File: src/rtl/dmem_pkg.sv
// Shared types and constants for the data-memory arbiter and its grant picker.
package dmem_pkg;

  localparam int DMEM_ADDR_W = 15;
  localparam int WAIT_W      = 3;
  localparam int STARVE_W    = 4;

  typedef enum logic [1:0] {
    ST_IDLE = 2'd0,
    ST_CORE = 2'd1,
    ST_DBG  = 2'd2
  } state_t;

  typedef enum logic {
    OWN_CORE = 1'b0,
    OWN_DBG  = 1'b1
  } owner_t;

  // Active-low lane write strobes: only a write drives any lane low.
  function automatic logic [3:0] lane_we_n(input logic we, input logic [3:0] be);
    return we ? ~be : 4'hF;
  endfunction

endpackage

File: src/rtl/dmem_arb_pick.sv
// Combinational grant decision between core and debug requesters.
module dmem_arb_pick
  import dmem_pkg::*;
#(
  parameter int STARVE_LIM = 4
) (
  input  logic                en,
  input  logic                core_req,
  input  logic                dbg_req,
  input  logic [STARVE_W-1:0] starve_cnt,
  output logic                grant_valid,
  output owner_t              grant_owner
);

  logic starved;

  assign starved = (starve_cnt >= STARVE_W'(STARVE_LIM));

  // Core wins ties until debug has watched STARVE_LIM core grants go by.
  always_comb begin
    grant_valid = en & (core_req | dbg_req);
    grant_owner = OWN_CORE;
    if (dbg_req && (!core_req || starved)) begin
      grant_owner = OWN_DBG;
    end
  end

endmodule

File: src/rtl/dmem_arbiter.sv
// Shares the data SRAM bank between the core load/store path and the debug port,
// sequencing each access as a multi-cycle SRAM transaction.
module dmem_arbiter
  import dmem_pkg::*;
#(
  parameter int ADDR_W      = DMEM_ADDR_W,
  parameter int WAIT_CYCLES = 1,
  parameter int STARVE_LIM  = 4
) (
  input  logic              clk,
  input  logic              rst,
  input  logic              core_req_n,
  input  logic              core_we_n,
  input  logic [3:0]        core_be_n,
  input  logic [ADDR_W-1:0] core_addr,
  input  logic [31:0]       core_wdata,
  output logic [31:0]       core_rdata,
  output logic              core_stall_n,
  input  logic              dbg_req,
  input  logic              dbg_we,
  input  logic [3:0]        dbg_be,
  input  logic [ADDR_W-1:0] dbg_addr,
  input  logic [31:0]       dbg_wdata,
  output logic              dbg_ack,
  output logic [31:0]       dbg_rdata,
  output logic              sram_ce_n,
  output logic              sram_oe_n,
  output logic [3:0]        sram_we_n,
  output logic [ADDR_W-1:0] sram_addr,
  output logic [31:0]       sram_dout,
  output logic              sram_dout_en,
  input  logic [31:0]       sram_din
);

  state_t              state;
  logic [WAIT_W-1:0]   wait_cnt;
  logic [STARVE_W-1:0] starve_cnt;
  logic                we_r;
  logic [3:0]          be_r;
  logic                core_done;

  logic                pick_en;
  logic                grant_valid;
  owner_t              grant_owner;

  logic                sel_we;
  logic [3:0]          sel_be;
  logic [ADDR_W-1:0]   sel_addr;
  logic [31:0]         sel_wdata;

  // No new grant in the cycle a completion is being reported.
  assign pick_en      = (state == ST_IDLE) && !core_done && !dbg_ack;
  assign core_stall_n = core_req_n | core_done;

  dmem_arb_pick #(
    .STARVE_LIM(STARVE_LIM)
  ) u_pick (
    .en         (pick_en),
    .core_req   (~core_req_n),
    .dbg_req    (dbg_req),
    .starve_cnt (starve_cnt),
    .grant_valid(grant_valid),
    .grant_owner(grant_owner)
  );

  always_comb begin
    sel_we    = ~core_we_n;
    sel_be    = ~core_be_n;
    sel_addr  = core_addr;
    sel_wdata = core_wdata;
    if (grant_owner == OWN_DBG) begin
      sel_we    = dbg_we;
      sel_be    = dbg_be;
      sel_addr  = dbg_addr;
      sel_wdata = dbg_wdata;
    end
  end

  always_ff @(posedge clk) begin
    if (rst) begin
      state        <= ST_IDLE;
      wait_cnt     <= '0;
      starve_cnt   <= '0;
      we_r         <= 1'b0;
      be_r         <= '0;
      core_done    <= 1'b0;
      dbg_ack      <= 1'b0;
      core_rdata   <= '0;
      dbg_rdata    <= '0;
      sram_ce_n    <= 1'b1;
      sram_oe_n    <= 1'b1;
      sram_we_n    <= 4'hF;
      sram_addr    <= '0;
      sram_dout    <= '0;
      sram_dout_en <= 1'b0;
    end else begin
      core_done <= 1'b0;
      dbg_ack   <= 1'b0;
      if (!dbg_req) begin
        starve_cnt <= '0;
      end
      unique case (state)
        ST_IDLE: begin
          if (grant_valid) begin
            state        <= (grant_owner == OWN_DBG) ? ST_DBG : ST_CORE;
            wait_cnt     <= WAIT_W'(WAIT_CYCLES);
            we_r         <= sel_we;
            be_r         <= sel_be;
            sram_addr    <= sel_addr;
            sram_dout    <= sel_wdata;
            sram_ce_n    <= 1'b0;
            sram_oe_n    <= sel_we;
            sram_dout_en <= sel_we;
            // With no wait states the first access cycle is also the last.
            sram_we_n    <= (WAIT_CYCLES == 0) ? lane_we_n(sel_we, sel_be) : 4'hF;
            if (grant_owner == OWN_DBG) begin
              starve_cnt <= '0;
            end else if (dbg_req) begin
              starve_cnt <= starve_cnt + STARVE_W'(1);
            end
          end
        end
        ST_CORE, ST_DBG: begin
          if (wait_cnt != '0) begin
            wait_cnt <= wait_cnt - WAIT_W'(1);
            if (wait_cnt == WAIT_W'(1)) begin
              sram_we_n <= lane_we_n(we_r, be_r);
            end
          end else begin
            state        <= ST_IDLE;
            sram_ce_n    <= 1'b1;
            sram_oe_n    <= 1'b1;
            sram_we_n    <= 4'hF;
            sram_dout_en <= 1'b0;
            if (state == ST_CORE) begin
              core_done <= 1'b1;
              if (!we_r) begin
                core_rdata <= sram_din;
              end
            end else begin
              dbg_ack <= 1'b1;
              if (!we_r) begin
                dbg_rdata <= sram_din;
              end
            end
          end
        end
        default: state <= ST_IDLE;
      endcase
    end
  end

endmodule
File: config.mk
export PLATFORM = sky130hd
export DESIGN_NAME = dmem_arbiter
export DESIGN_NICKNAME = d
export VERILOG_FILES = /design/src/rtl/dmem_pkg.sv /design/src/rtl/dmem_arb_pick.sv /design/src/rtl/dmem_arbiter.sv
export SDC_FILE = /design/constraint.sdc
export NUM_CORES = 1
export LEC_CHECK = 0
export ABC_AREA = 0
export BUFFER_PORTS_ARGS = -buffer_cell sky130_fd_sc_hd__buf_2
export CORE_ASPECT_RATIO = 0.75
export CORE_MARGIN = 5
export CORE_UTILIZATION = 30
export CTS_BUF_LIST = sky130_fd_sc_hd__clkbuf_4
export DETAILED_ROUTE_END_ITERATION = 10
export HOLD_SLACK_MARGIN = 0.05
export SETUP_SLACK_MARGIN = 0.05
export SYNTH_ARGS = -nofsm -noshare
export SYNTH_HDL_FRONTEND = slang
export SYNTH_SLANG_ARGS = --single-unit
File: constraint.sdc
create_clock -name clk -period 2.7 [get_ports clk]
set_input_delay 0.27 -clock clk [delete_from_list [all_inputs] [get_ports clk]]
set_output_delay 0.27 -clock clk [all_outputs]
set_load 0.005 [all_outputs]
==> flow_summary.yaml, run 1 <==
outcome:
  status: "finished, final reports clean"
floorplan:
  std_cell_rows: 43
  core_um2: 18300
  die_w_um: 167
  die_h_um: 128
  start_util_pct: 30.2
  boundaryPins: 260
  die_area_um2: 21300
critical_path:
  crit_end: "sram_addr[8]"
  reg2reg_to: "sram_addr[8]"
  regToRegSetupSlack_ns: 0.32
  cpPeakStageDelay_ns: 0.77
  r2r_start: "starve_cnt[2]"
  cp-startpoint: "starve_cnt[2]"
  crit_arrival_ns: 2.83
  crit_required_ns: 3.15
  crit_type: "reg2reg"
  worstSetupEndpointType: "flip-flop"
  slowest_stage: "o31a_2"
  r2r_cells: 5
  cp_max_fo: 43
  start_kind: "flip-flop"
  path_cells: "o31a_2 -> buf_4 -> a21oi_1 -> a211oi_2 -> dlygate4sd3_1"
power_and_ir_drop:
  p_switching_w: 0.00238
  clock_power_share_pct: 18.5
  max-vdd-ir-drop_mv: 0.453
  power_frac_seq_pct: 40.9
  swShare_pct: 37.2
  power_density_nw_per_um2: 766
  combinationalPowerShare_pct: 40.6
  p_int_w: 0.00402
  p_leak_nw: 3.82
clocking:
  cts.sinks: 134
  tritoncts: "built"
  cts_max_level: 4
  cts_made_buffers: 17
  clk_path_buf_depth: 2
  cts.clk_slew.worst_paths_ns: 0.12
  worstSkewPairLatency_ns: 0.51
  cts-root-buf: "clkbuf_4"
cells_and_area:
  syn2layout_area_growth_pct: 50.8
  drive_above_1_share_pct: 32.6
  nets: 1172
  diodes: 0
detailed_routing:
  drtPass1Iterations: 4
  avgViaCountPerCell: 4.65
  drc: 0
  drt_wl_total_um: 18600
  drt-initial-drc-count: 309
  drtAntennaViolNets: 0
  wire_per_inst_um: 14.5
  num_vias: 5977
logic_synthesis:
  yosysTopAreaCellShare_pct: 48.4
  ys_ff_latch: 134
  synth.distinct_cells: 40
  ys.warnings.count: 0
  synthTopCellsByArea: "dfxtp_1, nand2_1, a21oi_1"
  syn_nets: 826
  yosysMostFrequentCell: "nand2_1"
  async_flop_share_pct: 0
  netlist_top_cells_count: "nand2_1, dfxtp_1, a21oi_1"
  synth_top_area_cell: "dfxtp_1"
  synth_edf_count: 0
  netlist_area_um2: 5550
  syn_inst: 680
  syn_avg_cell_area_um2: 8.16
  ys_seq_area_share_pct: 48.4
  synth_flop_cell: "dfxtp_1"
sta:
  slew_headroom_pct: 39.1
  final.setup.tns_ns: 0
  finalHoldViolCount: 0
  finalCritPeriodShare_pct: 88.2
  clock_skew_ns: 0.0231
  setup_violations: 0
  report.final.slew_viol_count: 0
  worst_pin_slew_ns: 0.913
  hold_slack_ns: 0.128
  timing.fmax_ghz: 0.420
  period_needed_ns: 2.38
  rsz0062_at_grt: "no"
global_route:
  grt_usage_pct: 16.8
  grt_max_degree: 58
  grt_pass1_vias: 5871
  grt_pass1_wl_um: 29800
  antenna_found_initial: 0
  gr-total-overflow: 0
hold_path:
  min_path_type: "in2reg"
placed_design:
  hpwl_um: 12200
  port_buffers: 259
  gp_congestion: 0.832
job:
  maxCapViolations: 0
==> cell type report <==
class	count	area, µm²
repair buffers	380	2530
clock buffers	20	150
multi-input cells	487	2580
clock inverters	11	86.3
fillers	1821	9980
flip-flops and latches	134	2680
inverters	6	22.5
well taps	247	309
==> state kept, by name, indices dropped and copies added, names as in the netlist <==
name	cells
core_rdata	32
sram_dout	32
we_r	1
wait_cnt	3
dbg_rdata	32
sram_ce_n	1
sram_dout_en	1
starve_cnt	4
sram_oe_n	1
core_done	1
state	2
be_r	4
dbg_ack	1
sram_addr	15
sram_we_n	4
==> timing repair <==
action / CTS / global route
endpoints found under the hold margin: 115 / 5
setup buffers: 0 / 0
hold buffers: 105 / 5
gates resized for setup: 0 / 0
==> worst min-delay path by stage <==
| stage | cells past startpoint | end | start | slack (ns) |
|---|---|---|---|---|
| 4_1_cts | 3 | sram_dout[8] | dbg_wdata[8] | 0.05 |
| 3_3_place_gp | 1 | wait_cnt[1] | wait_cnt[1] | 0.44 |
| 5_1_grt | 3 | sram_addr[9] | dbg_addr[9] | 0.05 |
| 6_report | 3 | starve_cnt[2] | dbg_req | 0.13 |
| 3_5_place_dp | 1 | wait_cnt[1] | wait_cnt[1] | 0.44 |
| 2_1_floorplan | 2 | core_rdata[0] | sram_din[0] | 0.41 |
==> logic make-up after synthesis <==
| group | after synthesis | synth area share, % |
|---|---|---|
| compound gates | 187 | 22.7 |
| fa+ha+maj | 6 | 1.35 |
| buf+inv | 59 | 5.46 |
| flops | 134 | 48.4 |
| mux | 4 | 0.722 |
| simple gates | 290 | 21.4 |
==> routing by layer <==
layer	vias to the layer above	GRT usage [%]	wire length, µm
met3	19	5.58	1230
li1	2983	-	-
met1	2794	21.3	8380
met4	0	4.28	270
met5	-	0	0
met2	181	27.9	8710
==> critical path: cells and delay by family, from the launching register on <==
family	cells	cell delay, ns
compound gates	3	1.06
buf+inv	2	0.86
flops	1	0.39
==> power groups by stage <==
| stage | sequential [W] | clock, W | combinational [W] |
|---|---|---|---|
| floorplan | 0.00269 | 0 | 0.00146 |
| global placement | 0.00266 | 0 | 0.00236 |
| detailed placement | 0.00266 | 0 | 0.00239 |
| CTS | 0.00262 | 0.00125 | 0.00261 |
| global route | 0.00267 | 0.00135 | 0.00288 |
| finish | 0.00262 | 0.00118 | 0.00260 |
==> per-stage QoR <==
step	instances	utilization [%]	instance area [µm²]	power [W]	setup WS (ns)
2_1_floorplan	680	-	5550	0.00415	1.11
3_3_place_gp	1144	38.3	7030	0.00502	0.749
3_5_place_dp	1144	38.3	7030	0.00505	0.699
4_1_cts	1280	45.3	8320	0.00648	0.323
5_1_grt	1285	45.6	8370	0.00691	0.182
6_report	1285	45.6	8370	0.00640	0.318
==> cell usage in the layout, fill, tap and decap left out, types with 4 or more instances in the layout <==
cell type      instances
dlygate4sd3_1        110
a211oi_1              21
buf_12                 4
nor2b_1                4
inv_1                  6
o21ai_0                4
buf_4                  8
buf_2                258
a211oi_2              30
nor2_1                66
dfxtp_1              134
nand2_1              188
mux2i_1                4
and2_1                 4
nor3_1                 7
clkbuf_4              20
a21oi_1              119
clkinv_2               4
ha_1                   6
Power figures use the tool's default switching activity.
==> run 2, diff against run 1 <==
Settings changed: SYNTH_HIERARCHICAL from default to 1.
==> run 2 against run 1 <==
Compared with the run above:
- wire length is 11% lower
- sequential share of layout area is 1.3 points higher
- via count is 8.9% lower
- first-iteration DRC count is 17% lower
- design area is 3.9% lower
- register-to-register slack worse by 0.06 ns
- clock skew is 0.00084 ns higher
- synthesized area is 1.7% lower
- setup slack worse by 0.064 ns
- largest power group is now combinational cells
==> flow_summary.yaml, run 2 <==
outcome:
  status: "finished, final reports clean"
global_route:
  grt_pass1_wl_um: 26800
  grt_pass1_vias: 5317
  gr-total-overflow: 0
  grt_usage_pct: 15.4
  antenna_found_initial: 0
  grt_max_degree: 75
clocking:
  cts-root-buf: "clkbuf_4"
  tritoncts: "built"
  clk_path_buf_depth: 2
  cts_max_level: 4
  worstSkewPairLatency_ns: 0.51
  cts_made_buffers: 17
  cts.sinks: 134
  cts.clk_slew.worst_paths_ns: 0.11
power_and_ir_drop:
  max-vdd-ir-drop_mv: 0.425
  power_density_nw_per_um2: 916
  power.total_w: 0.00736
  p_leak_nw: 3.54
detailed_routing:
  drt-initial-drc-count: 256
  wire_per_inst_um: 13.8
  drtAntennaViolNets: 0
  drtPass1Iterations: 5
  drc: 0
  drt_wl_total_um: 16600
  avgViaCountPerCell: 4.54
  num_vias: 5448
logic_synthesis:
  netlist_area_um2: 5460
  ys_seq_area_share_pct: 49.2
  async_flop_share_pct: 0
  ys_ff_latch: 134
  netlist_top_cells_count: "dfxtp_1, nand2_1, a21oi_1"
  syn_nets: 767
  synth_top_area_cell: "dfxtp_1"
  synth.distinct_cells: 41
  syn_avg_cell_area_um2: 8.78
  syn_inst: 621
  synth_flop_cell: "dfxtp_1"
  synth_edf_count: 0
  synthTopCellsByArea: "dfxtp_1, mux2i_1, nand2_1"
  yosysTopAreaCellShare_pct: 49.2
  yosysMostFrequentCell: "dfxtp_1"
  ys.warnings.count: 6
sta:
  setup_violations: 0
  period_needed_ns: 2.45
  slew_headroom_pct: 56.4
  worst_pin_slew_ns: 0.654
  rsz0062_at_grt: "no"
  timing.fmax_ghz: 0.409
  finalCritPeriodShare_pct: 90.6
  final.setup.tns_ns: 0
  report.final.slew_viol_count: 0
  finalHoldViolCount: 0
  clock_skew_ns: 0.0240
  setup_slack_ns: 0.253
critical_path:
  regToRegSetupSlack_ns: 0.25
  slowest_stage: "dlygate4sd3_1"
  start_kind: "flip-flop"
  crit_arrival_ns: 2.86
  cp_max_fo: 43
  r2r_cells: 6
  reg2reg_to: "sram_dout[23]"
  crit_type: "reg2reg"
  cpPeakStageDelay_ns: 0.57
  path_cells: "nor2_1 -> a21boi_4 -> buf_12 -> mux2i_1 -> dlygate4sd3_1 -> a211oi_1"
  r2r_start: "starve_cnt[3]"
  crit_required_ns: 3.12
  worstSetupEndpointType: "flip-flop"
placed_design:
  dpl.cell_count: 1084
  place_area_um2: 6940
  dpl_worst_slack_ns: 0.551
  port_buffers: 259
  hpwl_um: 11600
  gp_congestion: 0.762
hold_path:
  holdPathStages: 3
  hold_end: "sram_addr[2]"
  min_path_type: "in2reg"
  min-delay-start: "core_addr[2]"
cells_and_area:
  layout_common_cells: "buf_2, dfxtp_1, nand2_1"
  diodes: 0
  seqCellArea_um2: 2680
  nets: 1092
  syn2layout_area_growth_pct: 47.4
  fin_cells: 1200
  top_regs: "core_rdata: 32 flops, dbg_rdata: 32 flops, sram_dout: 32 flops"
  layout_commonest_cell: "buf_2"
  finalInstanceArea_um2: 8040
  multi_input_area_um2: 2540
  fillCellCount: 1796
  drive_above_1_share_pct: 35.2
floorplan:
  std_cell_rows: 42
  start_util_pct: 30.7
  boundaryPins: 260
  core_um2: 17800
  die_w_um: 166
  die_area_um2: 21000
  die_h_um: 127
job:
  maxCapViolations: 0
run 2: what timing repair did:
action	4_1_cts	5_1_grt
buffers inserted	0	0
hold buffers	85	0
resized for setup	0	0
hold endpoints to repair	96	0
run 2: area by class of cell:
cell class,instances,share of cell area [%]
multi-input cells,433,31.6
well taps,242,3.77
inverters,6,0.280
repair buffers,354,28.0
clock buffers,18,1.68
clock inverters,13,1.37
flip-flops and latches,134,33.4
run 2: logic make-up after synthesis:
logic type | count (synthesis) | share of synthesized area [%]
flops | 134 | 49.2
fa+ha+maj | 6 | 1.38
compound gates | 144 | 16.2
simple gates | 233 | 19.2
mux | 50 | 9.20
buf+inv | 54 | 4.84
run 2: worst max path at each step:
stage                     slack, ns  depth (start not counted)             to           from
after global placement         0.60                          6   dbg_rdata[1]       state[0]
after CTS                      0.28                          6  sram_dout[23]  starve_cnt[3]
final                          0.25                          6  sram_dout[23]  starve_cnt[3]
after floorplan                0.86                          9  dbg_rdata[26]       state[0]
after global routing           0.12                          6  sram_dout[22]  starve_cnt[3]
after detailed placement       0.55                          6  dbg_rdata[24]       state[0]
run 2: report_power, final:
group / switching (W) / internal [W]
clock: 0.000738 / 0.000459
combinational: 0.00185 / 0.00134
sequential: 0.000345 / 0.00263
run 2: routing by layer:
metal | global-route usage [%] | part of all wire (%)
met1 | 19.4 | 46
met2 | 25.1 | 46
met3 | 5.94 | 7.0
met4 | 3.35 | 1.0
met5 | 0 | 0
run 2: stage by stage:
| stage | util [%] | hold WS (ns) |
|---|---|---|
| 2_1_floorplan | - | 0.406 |
| 3_3_place_gp | 39.1 | 0.431 |
| 3_5_place_dp | 39.1 | 0.436 |
| 4_1_cts | 45.3 | 0.0514 |
| 5_1_grt | 45.3 | 0.0557 |
| 6_report | 45.3 | 0.114 |
run 2: worst max-delay path, delay by kind of cell, from the launching register on:
| family | cells | cell delay [ns] |
|---|---|---|
| muxes | 1 | 0.12 |
| DFF | 1 | 0.39 |
| buffers and inverters | 2 | 0.92 |
| AOI/OAI and AO/OA | 2 | 0.80 |
| and+or+nand+nor | 1 | 0.09 |
==> run 3, diff against run 2 <==
Settings changed: CTS_BUF_LIST sky130_fd_sc_hd__clkbuf_4 to default.
Clock period 2.7 ns to 3.15 ns, I/O delays scaled along.
==> run 3 against run 2 <==
Compared with the run above:
- design area fell by 5.5%
- first-iteration DRC count is 32% lower
- utilization is 2.5 points lower
- die area unchanged
- wire length fell by 5.9%
==> flow_summary.yaml, run 3 (same netlist as run 2, synthesis figures left out) <==
critical_path:
  cp.depth: 6
  cpPeakStageDelay_ns: 0.81
  crit_arrival_ns: 2.44
  r2r_start: "state[0]"
  r2r_cells: 6
  cp_top_family: "simple AND/OR/NAND/NOR gates"
  reg2reg_to: "dbg_rdata[19]"
  crit_type: "reg2reg"
  crit_end: "dbg_rdata[19]"
  cp-startpoint: "state[0]"
  regToRegSetupSlack_ns: 0.98
  start_kind: "flip-flop"
  slowest_stage: "or4_4"
  cp_max_fo: 32
  worstSetupEndpointType: "flip-flop"
  critical_path_buf_inv_count: 2
  path_cells: "inv_1 -> ha_1 -> inv_2 -> or4_4 -> nand2_2 -> a21oi_1"
  crit_required_ns: 3.42
clocking:
  cts.sinks: 134
  tritoncts: "built"
  worstSkewPairLatency_ns: 0.41
  cts_resized: 0
  clk_path_buf_depth: 2
  cts_made_buffers: 17
  postCtsHoldBufs: 0
  cts-root-buf: "clkbuf_16"
  cts_setup_buffers: 0
  cts_max_level: 4
  cts.clk_slew.worst_paths_ns: 0.06
placed_design:
  gp_congestion: 0.763
  port_buffers: 259
  dpl_worst_slack_ns: 0.967
  hpwl_um: 11500
job:
  maxCapViolations: 0
floorplan:
  die_w_um: 166
  die_area_um2: 21000
  std_cell_rows: 42
  boundaryPins: 260
  start_util_pct: 30.7
  die_h_um: 127
  core_um2: 17800
detailed_routing:
  drt_wl_total_um: 15600
  drtAntennaViolNets: 0
  drt-initial-drc-count: 175
  drtPass1Iterations: 4
  avgViaCountPerCell: 4.50
  num_vias: 5025
  drc: 0
  wire_per_inst_um: 14.0
global_route:
  grt_max_degree: 48
  antenna_found_initial: 0
  gr-total-overflow: 0
  grt_pass1_wl_um: 25000
  grt_pass1_vias: 4864
  grt_usage_pct: 14.5
cells_and_area:
  drive_above_1_share_pct: 38.8
  layout_commonest_cell: "buf_2"
  layout_common_cells: "buf_2, dfxtp_1, nand2_1"
  top_regs: "core_rdata: 32 flops, dbg_rdata: 32 flops, sram_dout: 32 flops"
  nets: 1008
  syn2layout_area_growth_pct: 39.2
  diodes: 0
sta:
  slew_headroom_pct: 58.9
  finalCritPeriodShare_pct: 68.7
  timing.fmax_ghz: 0.462
  worst_pin_slew_ns: 0.616
  report.final.slew_viol_count: 0
  period_needed_ns: 2.17
  finalHoldViolCount: 0
  setup_violations: 0
  clock_skew_ns: 0.00940
  rsz0062_at_grt: "no"
  hold_slack_ns: 0.153
  setup_slack_ns: 0.984
  final.setup.tns_ns: 0
power_and_ir_drop:
  max-vdd-ir-drop_mv: 0.465
  clock_power_share_pct: 29.5
  swShare_pct: 35.3
  power_frac_seq_pct: 34.9
  power.total_w: 0.00732
  p_leak_nw: 3.36
  power_density_nw_per_um2: 963
  p_switching_w: 0.00258
  combinationalPowerShare_pct: 35.6
  p_int_w: 0.00474
outcome:
  status: "finished, final reports clean"
hold_path:
  min_path_type: "in2reg"
  holdPathStages: 3
## run 3: changes by cell type in the layout (fill, tap and decap cells not counted), sizes merged
cell,change
buf,+1
bufinv,+4
clkbuf,+1
clkinv,-6
dlygate4sd3,-85
inv,+1
## run 3: metal layers
metal | wire length, µm | share of wire (%) | vias to the layer above | track usage (%)
li1 | - | - | 2621 | -
met1 | 7180 | 46 | 2235 | 18.5
met2 | 7140 | 46 | 163 | 22.8
met3 | 1190 | 7.6 | 6 | 6.25
met4 | 82 | 0.53 | 0 | 3.44
met5 | 0 | 0 | - | 0
## run 3: worst min path at each step
stage                                end           start
after floorplan             sram_we_n[0]         be_r[0]
after global placement    core_rdata[11]  core_rdata[11]
after detailed placement    sram_we_n[1]         be_r[1]
after CTS                  dbg_rdata[11]    sram_din[11]
after global routing       dbg_rdata[24]    sram_din[24]
final                      core_rdata[7]     sram_din[7]
## run 3: power by group through the flow
stage / registers [W] / logic [W] / clock network (W)
2_1_floorplan: 0.00262 / 0.00164 / 0
3_3_place_gp: 0.00258 / 0.00264 / 0
3_5_place_dp: 0.00259 / 0.00265 / 0
4_1_cts: 0.00256 / 0.00266 / 0.00221
5_1_grt: 0.00263 / 0.00293 / 0.00230
6_report: 0.00256 / 0.00261 / 0.00216
## run 3: worst register-to-register path, stage by stage (launching register included)
cell	delay [ns]
dfxtp_1	0.35
inv_1	0.05
ha_1	0.42
inv_2	0.14
or4_4	0.81
nand2_2	0.19
a21oi_1	0.07
## run 3: through the flow
step / area (µm²) / cells / utilization, %
2_1_floorplan: 5460 / 621 / -
3_3_place_gp: 6950 / 1085 / 39.1
3_5_place_dp: 6950 / 1085 / 39.1
4_1_cts: 7590 / 1116 / 42.8
5_1_grt: 7590 / 1116 / 42.8
6_report: 7590 / 1116 / 42.8
## run 3: area by class of cell
class | instances | area (µm²)
timing repair buffer | 270 | 1410
multi-input combinational | 433 | 2540
fill | 1829 | 10200
inverter | 6 | 22.5
clock inverter | 12 | 200
sequential | 134 | 2680
tap | 242 | 303
clock buffer | 19 | 443
